[src/rtl/mskaes_host_pkg.sv]
// -----------------------------------------------------------------------------
// mskaes_host_pkg
//   Shared definitions for the masked AES-128 host front-end:
//     - state_e       : 3-bit FSM state encoding of mskaes_host_if
//     - BLOCK_W       : AES block width (bits)
//     - RND_W(d)      : mask bits needed to share one 128-bit block into d shares
//     - CNT_ALL_ONES  : all-ones saturation constant for the latency counter
//                       (sliced down to the counter width by the user)
// -----------------------------------------------------------------------------
package mskaes_host_pkg;

    typedef enum logic [2:0] {
        ST_IDLE   = 3'd0,
        ST_SHARE  = 3'd1,
        ST_LAUNCH = 3'd2,
        ST_WAIT   = 3'd3,
        ST_OUT    = 3'd4
    } state_e;

    localparam int BLOCK_W = 128;

    // Widest latency counter supported; CNT_W of the top must not exceed this.
    localparam int MAX_CNT_W = 64;
    localparam logic [MAX_CNT_W-1:0] CNT_ALL_ONES = '1;

    // Shares 0..d-2 of every bit are fresh randomness, share d-1 is derived.
    function automatic int RND_W(input int d);
        return BLOCK_W * (d - 1);
    endfunction

endpackage

[src/rtl/mskaes_share_codec.sv]
// -----------------------------------------------------------------------------
// mskaes_share_codec
//   Combinational Boolean-masking codec with bit-interleaved share layout:
//   share j of bit i lives at index d*i + j.
//
//   DECODE = 0 (encoder):
//     data_i = {rnd, value}   rnd is width*(d-1) bits, value is width bits.
//                             Share j (j < d-1) of bit i is rnd[j*width + i];
//                             share d-1 is value[i] XOR those shares.
//     data_o = shares         width*d bits
//   DECODE = 1 (decoder):
//     data_i = shares         width*d bits
//     data_o = value          width bits, XOR of the d shares of each bit
//
// Ports
//   data_i  in   width*d             packed input (see above)
//   data_o  out  width*d or width    shares (encoder) / value (decoder)
// -----------------------------------------------------------------------------
module mskaes_share_codec #(
    parameter int d      = 2,
    parameter int width  = 128,
    parameter bit DECODE = 1'b0
) (
    input  logic [width*d-1:0]                        data_i,
    output logic [(DECODE ? width : width*d)-1:0]     data_o
);

    if (DECODE) begin : g_dec
        for (genvar i = 0; i < width; i++) begin : g_bit
            assign data_o[i] = ^data_i[d*i +: d];
        end
    end else begin : g_enc
        for (genvar i = 0; i < width; i++) begin : g_bit
            logic [d-2:0] r;
            for (genvar j = 0; j < d - 1; j++) begin : g_sh
                assign r[j] = data_i[width + j*width + i];
            end
            // r[0] lands on share 0, the derived share on share d-1.
            assign data_o[d*i +: d] = {data_i[i] ^ (^r), r};
        end
    end

endmodule

[src/rtl/mskaes_host_if.sv]
// -----------------------------------------------------------------------------
// mskaes_host_if
//   Host front-end for the masked AES-128 core. Accepts an unmasked
//   plaintext/key pair, splits both into d Boolean shares using external
//   randomness, launches the core, measures the core latency and returns the
//   recombined (unmasked) ciphertext.
//
// Parameters
//   d      number of shares (>= 2)
//   CNT_W  latency counter width (<= MAX_CNT_W)
//
// Ports
//   clk, nrst             clock, asynchronous active-low reset
//   in_valid/in_ready     plaintext/key handshake
//   in_plaintext, in_key  unmasked 128-bit inputs
//   rnd                   2*RND_W(d) mask bits: low half plaintext, high half key
//   rnd_valid/rnd_ack     randomness handshake (one ack per accepted job)
//   core_valid_in         start pulse to the core (only while core_ready)
//   core_ready            core can start
//   core_sh_plaintext     128*d bit-interleaved plaintext shares
//   core_sh_key           128*d bit-interleaved key shares
//   core_cipher_valid     core result valid
//   core_sh_ciphertext    128*d bit-interleaved shared ciphertext
//   out_valid/out_ready   result handshake
//   out_ciphertext        recombined ciphertext
//   out_latency           rising edges from launch cycle to result cycle (saturating)
//   proto_err             sticky: core_cipher_valid seen outside WAIT
// -----------------------------------------------------------------------------
module mskaes_host_if
    import mskaes_host_pkg::*;
#(
    parameter int d     = 2,
    parameter int CNT_W = 16
) (
    input  logic                     clk,
    input  logic                     nrst,

    input  logic                     in_valid,
    output logic                     in_ready,
    input  logic [BLOCK_W-1:0]       in_plaintext,
    input  logic [BLOCK_W-1:0]       in_key,

    input  logic [2*RND_W(d)-1:0]    rnd,
    input  logic                     rnd_valid,
    output logic                     rnd_ack,

    output logic                     core_valid_in,
    input  logic                     core_ready,
    output logic [BLOCK_W*d-1:0]     core_sh_plaintext,
    output logic [BLOCK_W*d-1:0]     core_sh_key,
    input  logic                     core_cipher_valid,
    input  logic [BLOCK_W*d-1:0]     core_sh_ciphertext,

    output logic                     out_valid,
    input  logic                     out_ready,
    output logic [BLOCK_W-1:0]       out_ciphertext,
    output logic [CNT_W-1:0]         out_latency,
    output logic                     proto_err
);

    localparam int RW = RND_W(d);
    localparam logic [CNT_W-1:0] CNT_SAT = CNT_ALL_ONES[CNT_W-1:0];

    state_e                 state_q;
    logic                   in_ready_q;
    logic                   out_valid_q;
    logic                   proto_err_q;
    logic [BLOCK_W-1:0]     pt_q;
    logic [BLOCK_W-1:0]     key_q;
    logic [BLOCK_W*d-1:0]   sh_pt_q;
    logic [BLOCK_W*d-1:0]   sh_key_q;
    logic [CNT_W-1:0]       cnt_q;
    logic [CNT_W-1:0]       cnt_d;
    logic [BLOCK_W-1:0]     ct_q;
    logic [CNT_W-1:0]       lat_q;

    logic [BLOCK_W*d-1:0]   enc_pt;
    logic [BLOCK_W*d-1:0]   enc_key;
    logic [BLOCK_W-1:0]     ct_dec;

    // ------------------------------------------------------------------
    // Share encoders (plaintext, key) and ciphertext recombiner
    // ------------------------------------------------------------------
    mskaes_share_codec #(.d(d), .width(BLOCK_W), .DECODE(1'b0)) u_enc_pt (
        .data_i ({rnd[RW-1:0], pt_q}),
        .data_o (enc_pt)
    );

    mskaes_share_codec #(.d(d), .width(BLOCK_W), .DECODE(1'b0)) u_enc_key (
        .data_i ({rnd[2*RW-1:RW], key_q}),
        .data_o (enc_key)
    );

    mskaes_share_codec #(.d(d), .width(BLOCK_W), .DECODE(1'b1)) u_dec_ct (
        .data_i (core_sh_ciphertext),
        .data_o (ct_dec)
    );

    // ------------------------------------------------------------------
    // Saturating latency counter increment. The captured latency includes
    // the edge that closes the core_cipher_valid cycle, so a result in the
    // cycle right after launch reports 1.
    // ------------------------------------------------------------------
    always_comb begin
        // NOTE: default assignment first so no path leaves cnt_d unassigned (no latch).
        cnt_d = cnt_q;
        if (cnt_q != CNT_SAT) begin
            cnt_d = cnt_q + 1'b1;
        end
    end

    // ------------------------------------------------------------------
    // Control FSM with all datapath registers
    // ------------------------------------------------------------------
    always_ff @(posedge clk or negedge nrst) begin
        if (!nrst) begin
            state_q     <= ST_IDLE;
            in_ready_q  <= 1'b1;
            out_valid_q <= 1'b0;
            proto_err_q <= 1'b0;
            pt_q        <= '0;
            key_q       <= '0;
            sh_pt_q     <= '0;
            sh_key_q    <= '0;
            cnt_q       <= '0;
            ct_q        <= '0;
            lat_q       <= '0;
        end else begin
            // NOTE: non-blocking assignments throughout, so every branch sees
            // the pre-edge register values regardless of statement order.
            if (core_cipher_valid && (state_q != ST_WAIT)) begin
                proto_err_q <= 1'b1;
            end

            case (state_q)
                ST_IDLE: begin
                    if (in_valid) begin
                        pt_q       <= in_plaintext;
                        key_q      <= in_key;
                        in_ready_q <= 1'b0;
                        state_q    <= ST_SHARE;
                    end
                end

                ST_SHARE: begin
                    if (rnd_valid) begin
                        sh_pt_q  <= enc_pt;
                        sh_key_q <= enc_key;
                        // Unmasked copies are not needed once shared.
                        pt_q     <= '0;
                        key_q    <= '0;
                        state_q  <= ST_LAUNCH;
                    end
                end

                ST_LAUNCH: begin
                    if (core_ready) begin
                        cnt_q   <= '0;
                        state_q <= ST_WAIT;
                    end
                end

                ST_WAIT: begin
                    cnt_q <= cnt_d;
                    if (core_cipher_valid) begin
                        ct_q        <= ct_dec;
                        lat_q       <= cnt_d;
                        // Shares are only exposed while the core runs.
                        sh_pt_q     <= '0;
                        sh_key_q    <= '0;
                        out_valid_q <= 1'b1;
                        state_q     <= ST_OUT;
                    end
                end

                ST_OUT: begin
                    if (out_ready) begin
                        out_valid_q <= 1'b0;
                        in_ready_q  <= 1'b1;
                        state_q     <= ST_IDLE;
                    end
                end

                default: begin
                    out_valid_q <= 1'b0;
                    in_ready_q  <= 1'b1;
                    state_q     <= ST_IDLE;
                end
            endcase
        end
    end

    // The two consume/launch strobes must act in the same cycle as their
    // qualifying input, so they are decoded from the registered state.
    assign rnd_ack       = (state_q == ST_SHARE)  && rnd_valid;
    assign core_valid_in = (state_q == ST_LAUNCH) && core_ready;

    assign in_ready          = in_ready_q;
    assign out_valid         = out_valid_q;
    assign out_ciphertext    = ct_q;
    assign out_latency       = lat_q;
    assign proto_err         = proto_err_q;
    assign core_sh_plaintext = sh_pt_q;
    assign core_sh_key       = sh_key_q;

endmodule

[config.mk]
export PLATFORM = sky130hd
export DESIGN_NAME = mskaes_host_if
export DESIGN_NICKNAME = d
export VERILOG_FILES = /design/src/rtl/mskaes_host_pkg.sv /design/src/rtl/mskaes_share_codec.sv /design/src/rtl/mskaes_host_if.sv
export SDC_FILE = /design/constraint.sdc
export NUM_CORES = 1
export LEC_CHECK = 0
export CAP_MARGIN = 30
export CORE_AREA = 8 8 558 560
export DETAILED_ROUTE_END_ITERATION = 7
export DIE_AREA = 0 0 566 568
export PLACE_DENSITY = 0.4
export SETUP_SLACK_MARGIN = 0.05
export SYNTH_ARGS = -nofsm -noshare
export SYNTH_HDL_FRONTEND = slang
export SYNTH_SLANG_ARGS = --single-unit
[constraint.sdc]
create_clock -name clk -period 2 [get_ports clk]
set_input_delay 0.3 -clock clk [delete_from_list [all_inputs] [get_ports clk]]
set_output_delay 0.3 -clock clk [all_outputs]
set_load 0.005 [all_outputs]
=== Word-level counts from Yosys, hierarchy flattened ===
Index checks and enable logic that the tools add are counted.

* Output and inout bits: 661
* Register bits: 934

* Bitwise operators: 258
* Eq/ne operators: 11
* Reductions and logical operators: 144
* $add $sub $neg: 1
* Muxes and demuxes: 25

{| class="wikitable"
|+ Operators by type and width
! cell !! count
|-
| $pmux 256 s2 || 2
|-
| $mux 256 || 3
|-
| $pmux 128 s2 || 2
|-
| $mux 128 || 3
|-
| $reduce_xor 2->1 || 128
|-
| $xor 1x1->1 || 256
|-
| $mux 16 || 2
|-
| $pmux 16 s2 || 1
|-
| $add 16x1->16 const B || 1
|-
| $ne 16x16->1 const B || 1
|-
| $mux 3 || 5
|-
| $pmux 3 s5 || 1
|-
| $reduce_and 3->1 || 4
|-
| $ne 2x2->1 const B || 5
|-
| $eq 3x2->1 const B || 2
|-
| $pmux 1 s3 || 2
|-
| $reduce_bool 2->1 || 3
|-
| $reduce_or 3->1 || 2
|-
| $reduce_and 5->1 || 1
|-
| $mux 1 || 4
|-
| $reduce_and 2->1 || 2
|-
| $eq 3x1->1 const B || 1
|-
| $eq 3x3->1 const B || 1
|-
| $logic_and 1x1->1 || 3
|-
| other kinds (3) || 4
|}

=== Logic depth before layout (Yosys ltp) ===
Gate-level depths: netlist of run 1.

* Word-level depth: 4
* Mapped depth: 9
* Depth with buffers taken out: 6

=== By module ===
From an unflattened synthesis of run 1, not the netlist that was laid out.

* Cells, all modules: 3658
* Area total of the unflattened synthesis: 39938.3 um^2

{| class="wikitable"
|+ By module, submodules not included
! module !! sequential area each (um^2) !! cells each !! area an instance (um^2) !! times used
|-
| mskaes_host_if || 23373.7 || 3018 || 34653.2 || 1
|-
| mskaes_share_codec at u_enc_key ... || 0.0 || 256 || 2082.0 || 2
|-
| mskaes_share_codec at u_dec_ct || 0.0 || 128 || 1121.1 || 1
|}

=== Worst setup path after synthesis of run 1 ===
Ideal clock, no wire load.

* Path type: reg2reg
* From: register cnt_q[0]
* To: register lat_q[14] (netlist: out_latency[14])
* Required time: 1.875 ns
* Data arrival time: 1.853 ns
* Setup slack: 0.022 ns
* Cell stages (with the launch flop): 7
* Path through: dfrtp_1 > ha_1 > nand3_4 > nor4_4 > and3_4 > mux2i_1 > mux2_4

* Cells in the longest elaborated chain, start to end: 2
* Elaborated cells on any way between the ends: 3
* Classes of those cells: add/sub: 1; eq/ne: 1; mux: 1

{| class="wikitable"
|+ Ends and longest elaborated chain
! what !! line !! text
|-
| from (decl) || mskaes_host_if.sv:72 || <nowiki>logic [CNT_W-1:0] cnt_q;</nowiki>
|-
| from (signal assigned) || mskaes_host_if.sv:164 || <nowiki>cnt_q <= cnt_d;</nowiki>
|-
| $add 16x1->16 / $ne 16x16->1 (equally long branches) || mskaes_host_if.sv:108, mskaes_host_if.sv:107 ||
|-
| $mux 16 * || mskaes_host_if.sv:107 || <nowiki>if (cnt_q != CNT_SAT) begin</nowiki>
|-
| to (signal assigned) || mskaes_host_if.sv:167 || <nowiki>lat_q <= cnt_d;</nowiki>
|-
| to (decl) || mskaes_host_if.sv:75 || <nowiki>logic [CNT_W-1:0] lat_q;</nowiki>
|}

Every way passes the cells marked *; elsewhere a longest branch is shown, timed or not.
A chain may end at the register's enable or synchronous reset.

=== Worst setup path in the final report of run 1 ===
* From: register state_q[1]
* To: output port core_valid_in

* Cells in the longest elaborated chain, start to end: 2

{| class="wikitable"
|+ Ends and longest elaborated chain
! what !! line !! text
|-
| from (decl) || mskaes_host_if.sv:64 || <nowiki>state_e state_q;</nowiki>
|-
| from (signal assigned) || mskaes_host_if.sv:117 || <nowiki>state_q <= ST_IDLE;</nowiki>
|-
| from (signal assigned) || mskaes_host_if.sv:141 || <nowiki>state_q <= ST_SHARE;</nowiki>
|-
| from (signal assigned) || mskaes_host_if.sv:152 || <nowiki>state_q <= ST_LAUNCH;</nowiki>
|-
| $eq 3x2->1 || mskaes_host_if.sv:196 || <nowiki>assign core_valid_in = (state_q == ST_LAUNCH) && core_ready;</nowiki>
|-
| $logic_and 1x1->1 || mskaes_host_if.sv:196 ||
|-
| to (decl) || mskaes_host_if.sv:47 || <nowiki>output logic core_valid_in,</nowiki>
|}

No other way between the ends.

==> flow_summary.ini, run 1 <==
[worst_setup_path]
endpoint_kind = primary output
crit_chain = nor2b_2, buf_4, nand3b_1, buf_6, inv_4, buf_6
cp_data_arrival_time_ns = 1.90
critPathLaunchType = flip-flop
critPathRequiredTime_ns = 1.70
cpPeakStageDelay_ns = 0.40
critical_path_peak_fanout = 2
critical-path-top-delay-family = buffers and inverters
crit_slowest_cell = dfrtp_1
path_buf_inv = 4
crit_type = reg2out
cpMostUsedCell = buf_6

[place]
dp_hpwl_um = 212000
port-buffer-count = 1435
place_congestion = 0.884
dpl_cell_area_um2 = 59400

[drt]
drt_wl_total_um = 277000
drt_iter0_drc = 2425
ant_nets = 0
vias = 35800
via_per_inst = 3.80
routedWlPerCell_um = 29.5
drc = 0
first_pass_iters = 5

[sta]
timing.fmax_mhz = 454
tightest_slew_ns = 0.961
fin_crit_ns = 2.20
fin_skew_ns = 0.0597
fin_crit_sh = 1.10
finalSetupTns_ns = -34.72
worst_slack_ns = -0.203
finalHoldViolations = 0
setup_viol = 553
final-max-slew-violation-count = 0
maxSlewHeadroom = 0.357
grt_setup_unrepaired = yes

[clocking]
tritoncts = done
cts_root_buffer = clkbuf_16
cts.clk_slew.worst_paths_ns = 0.06
clk_latency_ns = 0.86
clock-sinks = 934
cts_buffers = 124
h-tree-depth = 3
cts_buffer_depth = 4

[finish]
drive_above_1_share = 0.175
multi_input_area_um2 = 15500
n_fill_cell = 32400
finalInstanceArea_um2 = 69900
regArea_um2 = 23400
finalNetCount = 6097
area_delta_synth_final_pct = 81.2

[global_routing]
grt_antenna_before_repair = 169
grt_pass1_vias = 36500
grt_max_degree = 98
grt_usage = 0.157
grt_pass1_wl_um = 349000
overflow = 0

[synthesis]
ys_types = 51
synth-seq-cells = 934
synth-edff-count = 0
async_flop_share = 1.00
syn_avg_cell_area_um2 = 11.3
synth_seq_area_share = 0.606
syn_inst = 3423
synth_nets = 4199
ys.flop_type = dfrtp_1
synth_warnings = 0
netlist_area_um2 = 38600

[floorplan]
start_util = 0.128
dieArea_um2 = 321000
die_y_um = 568
rows = 202
die_w_um = 566
design.portCount = 1436
core_um2 = 302000

[job]
cap_violations = 0

[power]
intPower_mw = 64.7
powerDensity_nw_per_um2 = 1510
power_frac_clock = 0.214
switching_share = 0.389
p_seq_frac = 0.308
combPwrFrac = 0.478
p_leak_nw = 31.9
power_switching_mw = 41.1
vdd_drop_max_v = 0.000862

[worst_hold_path]
hold_class = in2reg

[run_status]
outcome = complete, but fails checks
violations = setup timing
-- per-stage QoR --
step / utilization / power [mW] / std cells / hold WS (ns) / worst slack (ns)
finish: 0.231 / 106 / 9412 / 0.0875 / -0.203
global route: 0.231 / 112 / 9395 / 0.0186 / -0.366
detailed placement: 0.197 / 75.5 / 8787 / 0.219 / -0.553
CTS: 0.217 / 97.9 / 9259 / 0.000419 / -0.358
global placement: 0.197 / 75.3 / 8787 / 0.217 / -0.629
floorplan: - / 46.5 / 3423 / 0.00441 / 0.159
-- worst reg2reg max path, stage by stage, from the launching register on --
cell and delay, ns:
dfrtp_2 0.43, buf_6 0.14, nor3_4 0.23, buf_12 0.15, buf_8 0.11, nor2_4 0.07, buf_12 0.13, buf_12 0.13
clkbuf_16 0.18, buf_6 0.13, buf_12 0.14, a22o_1 0.21
-- repair_timing --
| item | in CTS | in global routing |
|---|---|---|
| cloned | 12 | 86 |
| hold buffers | 193 | 0 |
| pin swaps | 1 | 374 |
| buffers inserted | 52 | 51 |
| setup endpoints to repair | 1142 | 698 |
| gates resized for setup | 1146 | 446 |
| hold endpoints to repair | 1077 | 0 |
-- final timing paths --
path	start	to	slack, ns	cells after the start
setup / recovery	state_q[1]	core_valid_in	-0.20	6
hold / removal	in_key[19]	key_q[19]	0.09	3
setup reg to reg	state_q[2]	core_sh_key[189]	-0.16	11
hold reg to reg	proto_err	proto_err	0.47	1
max in group asynchronous	nrst	core_sh_key[181]	0.36	3
min in group asynchronous	nrst	core_sh_key[241]	0.23	3
-- cells in the mapped netlist (4+ instances only) --
library cell  count  area [µm²]
clkbuf_1        211         792
inv_1             6        22.5
mux2i_1           5        50.1
nor2_1           15        56.3
a22o_1          391        3420
a21o_1            8        60.1
a21oi_1          15        75.1
nand4_1           4        25.0
o21ai_0         168         841
nand3_1          14        70.1
nand2_1         808        3030
dfrtp_1         933       23300
xnor2_1         239        2090
nand3b_1        257        1930
nor3_1           11        55.1
xor2_1          152        1330
buf_2            28         140
buf_1            11        41.3
o31ai_1         106         796
-- kinds of logic (layout without fill, tap and decap cells) --
group / count (synthesis) / after routing / synth area share
AO/OA/AOI/OAI: 703 / 703 / 0.138
XOR/XNOR: 391 / 391 / 0.0888
adder cells (fa/ha/maj): 1 / 1 / 0.000324
buffers and inverters: 259 / 2246 / 0.0266
flip-flops: 934 / 934 / 0.606
multiplexers: 6 / 6 / 0.00169
other: 0 / 24 / 0
AND/OR/NAND/NOR: 1129 / 1129 / 0.138
-- per-layer routing --
layer  track usage  vias to the layer above  wire, µm
met5             0                        -      1010
met1         0.188                    18000    113000
met2         0.259                     1550    129000
li1              -                    15700         -
met3        0.0734                      409     28500
met4        0.0309                      154      6320
-- power groups by stage --
stage	clock network, mW	registers (mW)	logic (mW)
floorplan	0	31.3	15.3
global placement	0	32.7	42.6
detailed placement	0	32.6	42.9
CTS	23.5	32.4	42.0
global route	24.2	33.5	53.8
finish	22.7	32.6	50.5
-- area by class of cell --
type	count	share of cell area
clock inverters	43	0.00727
clock buffers	172	0.0506
flip-flops and latches	934	0.335
well taps	3978	0.0712
multi-input cells	2230	0.222
repair buffers	2025	0.312
diodes	24	0.000859
inverters	6	0.000394
-- sequential cells by signal, summed over array words and instances (netlist names) --
register           flops
core_sh_key          256
key_q                128
proto_err              1
out_ciphertext       128
core_sh_plaintext    256
out_latency           16
out_valid              1
state_q                3
pt_q                 128
cnt_q                 16
in_ready               1
-- placed cells by master, fill, tap and decap left out, types with 5 or more instances in the layout --
cell type / count
clkinv_2: 19
clkbuf_8: 25
buf_16: 32
nand2_2: 34
clkbuf_1: 23
buf_8: 33
o31ai_2: 24
clkdlybuf4s15_1: 98
clkinv_4: 5
a22o_1: 391
inv_6: 5
dlygate4sd3_1: 193
o31ai_4: 52
nor3_1: 8
buf_12: 90
o21ai_0: 153
a21oi_1: 15
buf_4: 160
nand2_1: 727
o21ai_1: 7
diode_2: 24
dfrtp_2: 23
nor2_1: 12
bufinv_16: 8
buf_6: 34
nand2_4: 48
a21o_1: 8
clkdlybuf4s50_1: 773
clkbuf_16: 189
xnor2_1: 239
buf_2: 53
o31ai_1: 30
clkdlybuf4s15_2: 71
nand3_1: 13
dfrtp_1: 909
nand3b_1: 257
dlygate4sd2_1: 419
o21ai_2: 8
xor2_1: 152
(Power assumes the default switching activity.)
==> run 2, diff against run 1 <==
Settings changed: PLACE_DENSITY 0.4 to not set, PLACE_DENSITY_LB_ADDON set to 0.1.
==> run 2 against run 1 <==
Net effect:
- the run still ends with setup timing left
- sequential cell count is the same
- sequential power decreased by 2%
- global-route usage down 0.85 points
- power fell by 3.8%
- sequential share of layout area grew 1.1 points
- largest power group unchanged
==> flow_summary.ini, run 2 (synthesized netlist as in run 1, its figures left out) <==
[drt]
ant_nets = 0
via_per_inst = 3.62
routedWlPerCell_um = 26.9
drt_wl_total_um = 252000
vias = 33800
drc = 0
drt_iter0_drc = 1893
first_pass_iters = 5

[place]
place_congestion = 0.808
dp_hpwl_um = 192000
port-buffer-count = 1435
pre_cts_ws_ns = -0.418
dpl_cell_area_um2 = 59700

[worst_setup_path]
critPathLaunchType = flip-flop
critical_path_peak_fanout = 5
r2r_end = key_q[12]
crit_path_start = state_q[1]
cp-endpoint = core_valid_in
r2r_slack_ns = -0.17
endpoint_kind = primary output
critPathRequiredTime_ns = 1.70
r2r_start = state_q[0]
cp_data_arrival_time_ns = 1.92
crit_type = reg2out
rr_worst_depth = 11

[sta]
fin_crit_sh = 1.11
setup_viol = 566
tightest_slew_ns = 0.921
final-max-slew-violation-count = 0
fin_crit_ns = 2.22
worst_slack_ns = -0.218
finalHoldViolations = 0
timing.fmax_mhz = 451
fin_skew_ns = 0.0413
maxSlewHeadroom = 0.386
grt_setup_unrepaired = yes

[finish]
area_delta_synth_final_pct = 75.2
layout_commonest_cell = clkdlybuf4s50_1
finalInstanceArea_um2 = 67600
n_fill_cell = 32500
drive_above_1_share = 0.118
finalNetCount = 6027
final_cell_mix = 1,124 x clkdlybuf4s50_1, 911 x dfrtp_1, 805 x nand2_1, 391 x a22o_1, 257 x nand3b_1

[clocking]
cts_root_buffer = clkbuf_16
cts.clk_slew.worst_paths_ns = 0.06
cts_buffer_depth = 4
h-tree-depth = 4
clk_latency_ns = 0.81
clock-sinks = 934
cts_buffers = 142
tritoncts = done

[global_routing]
grt_pass1_vias = 36500
grt_antenna_before_repair = 122
grt_pass1_wl_um = 336000
overflow = 0
grt_max_degree = 141
grt_usage = 0.149

[job]
cap_violations = 0

[power]
vdd_drop_max_v = 0.000718
powerDensity_nw_per_um2 = 1510
p_leak_nw = 30.0

[worst_hold_path]
hold_class = in2reg

[floorplan]
dieArea_um2 = 321000
die_y_um = 568
rows = 202
start_util = 0.128
core_um2 = 302000
die_w_um = 566
design.portCount = 1436

[run_status]
violations = setup timing
outcome = complete, but fails checks
[run 2: cell types whose count changed in the layout (fill, tap and decap cells not counted), sizes merged, moves of 12 or more]
cell / previous run / this run
dlygate4sd2: 419 / 235
clkdlybuf4s15: 169 / 63
buf: 402 / 323
clkinv: 27 / 15
dlygate4sd3: 193 / 171
clkbuf: 237 / 225
clkdlybuf4s50: 773 / 1124
[run 2: per-layer routing]
layer,track usage,wire length [µm],vias up
li1,-,-,15500
met1,0.172,102000,16700
met2,0.255,122000,1176
met3,0.0661,23500,322
met4,0.0269,4530,106
met5,0,663,-
[run 2: timing repair]
item                                    4_1_cts  5_1_grt
endpoints found under the hold margin       939        0
pin swaps                                    17       11
resized for setup                           510       33
endpoints found under the setup margin     1218     1123
hold buffers                                171        0
cloned                                       12       19
setup buffers                                48       17
[run 2: area by class of cell]
type	count	area (µm²)	area share
multi-input combinational	2230	14300	0.212
clock inverter	27	314	0.00465
sequential	934	23400	0.346
clock buffer	207	4150	0.0615
tap	3978	4980	0.0737
inverter	6	27.5	0.000407
timing repair buffer	1937	20300	0.300
antenna	29	72.6	0.00107
[run 2: stage by stage]
| stage | hold WS (ns) | cells | setup TNS (ns) | total power, mW | utilization |
|---|---|---|---|---|---|
| 2_1_floorplan | 0.00441 | 3423 | 0 | 46.5 | - |
| 3_3_place_gp | 0.445 | 8821 | -150.93 | 75.5 | 0.198 |
| 6_report | 0.0908 | 9348 | -32.26 | 102 | 0.224 |
| 3_5_place_dp | 0.458 | 8821 | -156.18 | 75.5 | 0.198 |
| 5_1_grt | 0.0355 | 9330 | -118.31 | 109 | 0.224 |
| 4_1_cts | 0.0000282 | 9286 | -120.75 | 103 | 0.221 |
[run 2: worst min-delay path by stage]
| stage | startpoint | endpoint | slack [ns] | cells after the start |
|---|---|---|---|---|
| floorplan | nrst | cnt_q[0] | 0.004 | 0 |
| global placement | proto_err | proto_err | 0.45 | 1 |
| detailed placement | nrst | state_q[1] | 0.46 | 2 |
| CTS | in_plaintext[19] | pt_q[19] | 0.00003 | 3 |
| global route | in_plaintext[110] | pt_q[110] | 0.04 | 3 |
| finish | in_plaintext[19] | pt_q[19] | 0.09 | 3 |
[run 2: power breakdown]
| part | switching, mW | internal (mW) | total, mW |
|---|---|---|---|
| combinational | 22.0 | 22.8 | 44.8 |
| clock | 10.0 | 15.0 | 25.0 |
| sequential | 5.25 | 26.7 | 32.0 |
| total | 37.3 | 64.5 | 102 |
[run 2: critical path, stage by stage, from the launching register on]
cell and delay [ns]:
dfrtp_2 0.45, nor2b_1 0.24, nand3b_1 0.12, buf_6 0.15
clkinv_4 0.04, buf_6 0.11
